**src/rtl/rr_hold_arbiter.sv**
```systemverilog
// Purpose: registered N-port arbiter, round-robin or fixed priority, with burst hold up to MAX_HOLD cycles.
// Latency: grant appears 1 clk after req_i is sampled; no combinational path from req_i to outputs.
// Backpressure: none inside the arbiter; a requester keeps req_i high until it sees its gnt_o bit.
//
// Ports:
//   clk        rising-edge clock
//   reset_n    asynchronous active-low reset (deassertion synchronised by the integrator)
//   req_i      request vector, one bit per port
//   gnt_o      registered one-hot grant, all-zero when idle
//   gnt_id_o   binary index of the granted port, 0 when idle
//   gnt_vld_o  high whenever gnt_o is non-zero
module rr_hold_arbiter #(
    parameter int NUM_PORTS = 4,
    parameter int RR_MODE   = 1,
    parameter int MAX_HOLD  = 4,
    localparam int ID_W     = (NUM_PORTS > 1) ? $clog2(NUM_PORTS) : 1,
    localparam int CNT_W    = $clog2(MAX_HOLD + 1)
) (
    input  logic                 clk,
    input  logic                 reset_n,
    input  logic [NUM_PORTS-1:0] req_i,
    output logic [NUM_PORTS-1:0] gnt_o,
    output logic [ID_W-1:0]      gnt_id_o,
    output logic                 gnt_vld_o
);

    localparam logic [CNT_W-1:0] CNT_MAX = CNT_W'(MAX_HOLD);
    localparam logic [ID_W-1:0]  LAST_ID = ID_W'(NUM_PORTS - 1);

    typedef enum logic {
        S_IDLE  = 1'b0,
        S_GRANT = 1'b1
    } state_t;

    state_t                 state_q;
    logic [NUM_PORTS-1:0]   gnt_q;
    logic [ID_W-1:0]        id_q;
    logic [ID_W-1:0]        ptr_q;
    logic [CNT_W-1:0]       cnt_q;

    logic                   owner_req;
    logic                   hold_ok;
    logic                   expired;
    logic [NUM_PORTS-1:0]   cand;
    logic                   found;
    logic [ID_W-1:0]        win_id;
    int                     idx;

    // Arbitration over the current request vector. The result is only used
    // when the owner is not simply extending its hold.
    always_comb begin
        owner_req = (state_q == S_GRANT) && req_i[id_q];
        hold_ok   = owner_req && (cnt_q < CNT_MAX);
        expired   = owner_req && (cnt_q == CNT_MAX);

        cand = req_i;
        // Round-robin hold expiry: give the others a turn. If nobody else is
        // asking, the mask empties the vector and the owner is re-granted.
        if (RR_MODE != 0 && expired) begin
            cand[id_q] = 1'b0;
            if (cand == '0) begin
                cand = req_i;
            end
        end

        found  = 1'b0;
        win_id = '0;
        idx    = 0;
        if (RR_MODE != 0) begin
            // Scan upward from the pointer; explicit wrap keeps non-power-of-2 port counts legal.
            for (int i = 0; i < NUM_PORTS; i++) begin
                idx = int'(ptr_q) + i;
                if (idx >= NUM_PORTS) begin
                    idx = idx - NUM_PORTS;
                end
                if (!found && cand[idx]) begin
                    found  = 1'b1;
                    win_id = ID_W'(idx);
                end
            end
        end else begin
            // Downward scan so the lowest set index is the last one written.
            for (int i = NUM_PORTS - 1; i >= 0; i--) begin
                if (cand[i]) begin
                    found  = 1'b1;
                    win_id = ID_W'(i);
                end
            end
        end
    end

    always_ff @(posedge clk or negedge reset_n) begin
        if (!reset_n) begin
            state_q <= S_IDLE;
            gnt_q   <= '0;
            id_q    <= '0;
            ptr_q   <= '0;
            cnt_q   <= '0;
        end else begin
            case (state_q)
                S_IDLE: begin
                    if (found) begin
                        state_q <= S_GRANT;
                        gnt_q   <= NUM_PORTS'(1) << win_id;
                        id_q    <= win_id;
                        cnt_q   <= CNT_W'(1);
                        if (RR_MODE != 0) begin
                            ptr_q <= (win_id == LAST_ID) ? '0 : win_id + ID_W'(1);
                        end
                    end
                end
                S_GRANT: begin
                    if (hold_ok) begin
                        // Owner extends its burst; cnt never passes CNT_MAX here.
                        cnt_q <= cnt_q + CNT_W'(1);
                    end else if (found) begin
                        // New ownership, possibly the same port re-granted.
                        gnt_q <= NUM_PORTS'(1) << win_id;
                        id_q  <= win_id;
                        cnt_q <= CNT_W'(1);
                        if (RR_MODE != 0) begin
                            ptr_q <= (win_id == LAST_ID) ? '0 : win_id + ID_W'(1);
                        end
                    end else begin
                        state_q <= S_IDLE;
                        gnt_q   <= '0;
                        id_q    <= '0;
                        cnt_q   <= '0;
                    end
                end
                default: begin
                    state_q <= S_IDLE;
                    gnt_q   <= '0;
                    id_q    <= '0;
                    cnt_q   <= '0;
                end
            endcase
        end
    end

    assign gnt_o     = gnt_q;
    assign gnt_id_o  = id_q;
    assign gnt_vld_o = (state_q == S_GRANT);

endmodule
```
**config.mk**
```make
export PLATFORM = sky130hd
export DESIGN_NAME = rr_hold_arbiter
export DESIGN_NICKNAME = d
export VERILOG_FILES = /design/src/rtl/rr_hold_arbiter.sv
export SDC_FILE = /design/constraint.sdc
export NUM_CORES = 1
export LEC_CHECK = 0
export BUFFER_PORTS_ARGS = -buffer_cell sky130_fd_sc_hd__clkbuf_2
export CAP_MARGIN = 25
export CELL_PAD_IN_SITES_DETAIL_PLACEMENT = 0
export CELL_PAD_IN_SITES_GLOBAL_PLACEMENT = 1
export CORE_MARGIN = 2
export CORE_UTILIZATION = 43
export CTS_CLUSTER_DIAMETER = 150
export CTS_CLUSTER_SIZE = 10
export DETAILED_ROUTE_END_ITERATION = 8
export GPL_TIMING_DRIVEN = 0
export PLACE_DENSITY_LB_ADDON = 0.1
export SLEW_MARGIN = 15
export SYNTH_ARGS = -nofsm -noshare
export SYNTH_HDL_FRONTEND = slang
export SYNTH_SLANG_ARGS = --single-unit
```
**constraint.sdc**
```tcl
create_clock -name clk -period 2.7 [get_ports clk]
set_input_delay 0.135 -clock clk [delete_from_list [all_inputs] [get_ports clk]]
set_output_delay 0.135 -clock clk [all_outputs]
set_load 0.005 [all_outputs]
```
==> results.sh <==
export IMPL_run_status="finished, final reports clean"
export IMPL_ant_nets=0
export IMPL_drtIter0Drc=15
export IMPL_synth_common_cells="12 x dfrtp_1, 10 x inv_1, 6 x a22o_1, 6 x ha_1, 5 x nand2_1"
export IMPL_crit_path_start_kind="register"
export IMPL_fin_crit_sh_pct=90.6
export IMPL_synth_edff_count=0
export IMPL_hold_class="input pin to async pin"
export IMPL_cts_tree="built"
export IMPL_gp_congestion=0.821
export IMPL_fin_cells=125
export IMPL_die_area_um2=2400
export IMPL_whs_ns=0.269
export IMPL_cp_end_kind="register"
export IMPL_vias=676
export IMPL_hold_buffers=1
export IMPL_yosysMostFrequentCell="dfrtp_1"
export IMPL_ir_drop_mv=0.536
export IMPL_grt_max_degree=13
export IMPL_synth_seq_cells=12
export IMPL_worst_r2r_setup_slack_ns=0.25
export IMPL_yosys_area_top_type_share_pct=34.4
export IMPL_antenna_found_initial=0
export IMPL_critPathMaxFanout=5
export IMPL_synth_area_um2=872
export IMPL_cts_root_buf="clkbuf_4"
export IMPL_fin_crit_ns=2.45
export IMPL_io_buffers=11
export IMPL_syn_area_per_cell_um2=10.6
export IMPL_place_inst=120
export IMPL_fin_setup_tns_ns=0
export IMPL_clk_pin_slew_ns=0.08
export IMPL_dieHeight_um=49.0
export IMPL_diodes=0
export IMPL_grt_pass1_vias=719
export IMPL_cts_buffers=3
export IMPL_final_layout_size_suffix_gt1_share_pct=29.6
export IMPL_initial_core_util_pct=44.9
export IMPL_post_cts_setup_buffers=0
export IMPL_cts_resized=0
export IMPL_drc=0
export IMPL_synthCells=82
export IMPL_final_max_slew_viol_count=0
export IMPL_core_area_um2=1940
export IMPL_fp_dieW_um=49.0
export IMPL_wl_per_cell_um=13.7
export IMPL_clock_latency_ns=0.28
export IMPL_rsz0062_at_grt="no"
export IMPL_relSlewSlack_pct=70.5
export IMPL_worstMarginPinSlew_ns=0.442
export IMPL_dp_hpwl_um=1280
export IMPL_synth_seq_area_share_pct=34.4
export IMPL_synth_fp_nets=94
export IMPL_setup_viol=0
export IMPL_ys_warn_count=0
export IMPL_routed_wl_um=1710
export IMPL_yosysTopAreaCell="dfrtp_1"
export IMPL_drv_cap=0
export IMPL_grt_use_total_pct=16.9
export IMPL_hold_viol_final=0
export IMPL_area_growth_pct=15.5
export IMPL_p_per_area_nw_per_um2=951
export IMPL_clock_sinks=12
export IMPL_dr_pass1_iters=4
export IMPL_finalNetCount=111
export IMPL_synth_area_leaders="dfrtp_1 34%, ha_1 8.6%, a22o_1 6.0%"
export IMPL_cp_required_ns=2.86
export IMPL_fin_skew_ns=0.00633
export IMPL_fmax_mhz=409
export IMPL_synth_ff_type="dfrtp_1"
export IMPL_critical_path_class="register to register"
export IMPL_grt_pass1_wl_um=3200
export IMPL_yosysUniqueCellTypes=37
export IMPL_async_flop_share_pct=100
export IMPL_fin_util_pct=51.9
export IMPL_pin_count=13
export IMPL_rows=16
export IMPL_vias_per_cell=5.41
export IMPL_leakagePower_nw=0.477
export IMPL_grt_ovfl_total=0
export IMPL_htree_levels=1
export IMPL_arrival_ns=2.61
export IMPL_clk_path_buf_depth=2
[through the flow]
stage	setup WS [ns]	total power [mW]	instance area [um2]
finish	0.254	0.958	1010
global route	0.0842	1.05	1010
CTS	0.241	0.967	1010
detailed placement	0.253	0.814	961
global placement	0.278	0.807	961
floorplan	0.497	0.685	872
[state kept, by name (all words and copies together), names as in the netlist]
signal / flops
gnt_vld_o: 1
gnt_o: 4
cnt_q: 3
gnt_id_o: 2
ptr_q: 2
[cell type report]
cell class              instances  area (um2)
multi-input cells              56         502
plain buffers                   4        32.5
inverters                      10        37.5
clock buffers                   4        36.3
well taps                      27        33.8
repair buffers                 12        65.1
fillers                       191         935
flip-flops and latches         12         300
[cells by family (layout without fill, tap and decap cells)]
| logic type | after synthesis | after routing | share of synthesized area [%] |
|---|---|---|---|
| AO/OA/AOI/OAI | 27 | 27 | 29.0 |
| AND/OR/NAND/NOR | 18 | 18 | 12.1 |
| buffers and inverters | 14 | 30 | 8.03 |
| flip-flops | 12 | 12 | 34.4 |
| adder cells (fa/ha/maj) | 6 | 6 | 8.61 |
| multiplexers | 5 | 5 | 7.89 |
[worst paths after layout]
path | from | end | cells past startpoint
max in group asynchronous | reset_n | gnt_o[1] | 2
setup / recovery | cnt_q[0] | ptr_q[1] | 8
min in group clk | req_i[1] | gnt_vld_o | 5
hold / removal | reset_n | cnt_q[2] | 2
hold reg to reg | gnt_o[0] | gnt_o[0] | 1
setup reg to reg | cnt_q[0] | ptr_q[1] | 8
[per-layer routing]
| metal | vias to the layer above | part of all wire (%) | global-route usage (%) |
|---|---|---|---|
| met5 | - | 0 | 0 |
| met4 | 0 | 0.82 | 10.0 |
| met3 | 2 | 1.5 | 1.23 |
| met2 | 5 | 51 | 29.5 |
| met1 | 332 | 47 | 20.5 |
| li1 | 337 | - | - |
[power by group]
part	total [mW]	switching [mW]	internal, mW
clock	0.146	0.0642	0.0820
combinational	0.493	0.249	0.244
sequential	0.319	0.0669	0.252
total	0.958	0.380	0.578
[cell usage in the layout (no fill, tap or decap), types with 2 or more instances in the layout]
master	n
clkbuf_4	3
o31ai_1	2
a22o_1	6
dfrtp_1	12
o21ai_0	3
nand3_1	3
inv_1	10
nor2_1	3
nand2_1	5
mux2i_1	2
ha_1	6
clkbuf_2	12
buf_6	2
o211ai_1	3
[critical path, stage by stage, from the launching register on]
cell      delay [ns]
dfrtp_1         0.39
inv_1           0.09
ha_1            0.19
nand4_2         0.15
o31ai_1         0.35
o32ai_1         0.16
a211oi_2        0.44
ha_1            0.31
mux2_4          0.25
(Power assumes the default switching activity.)
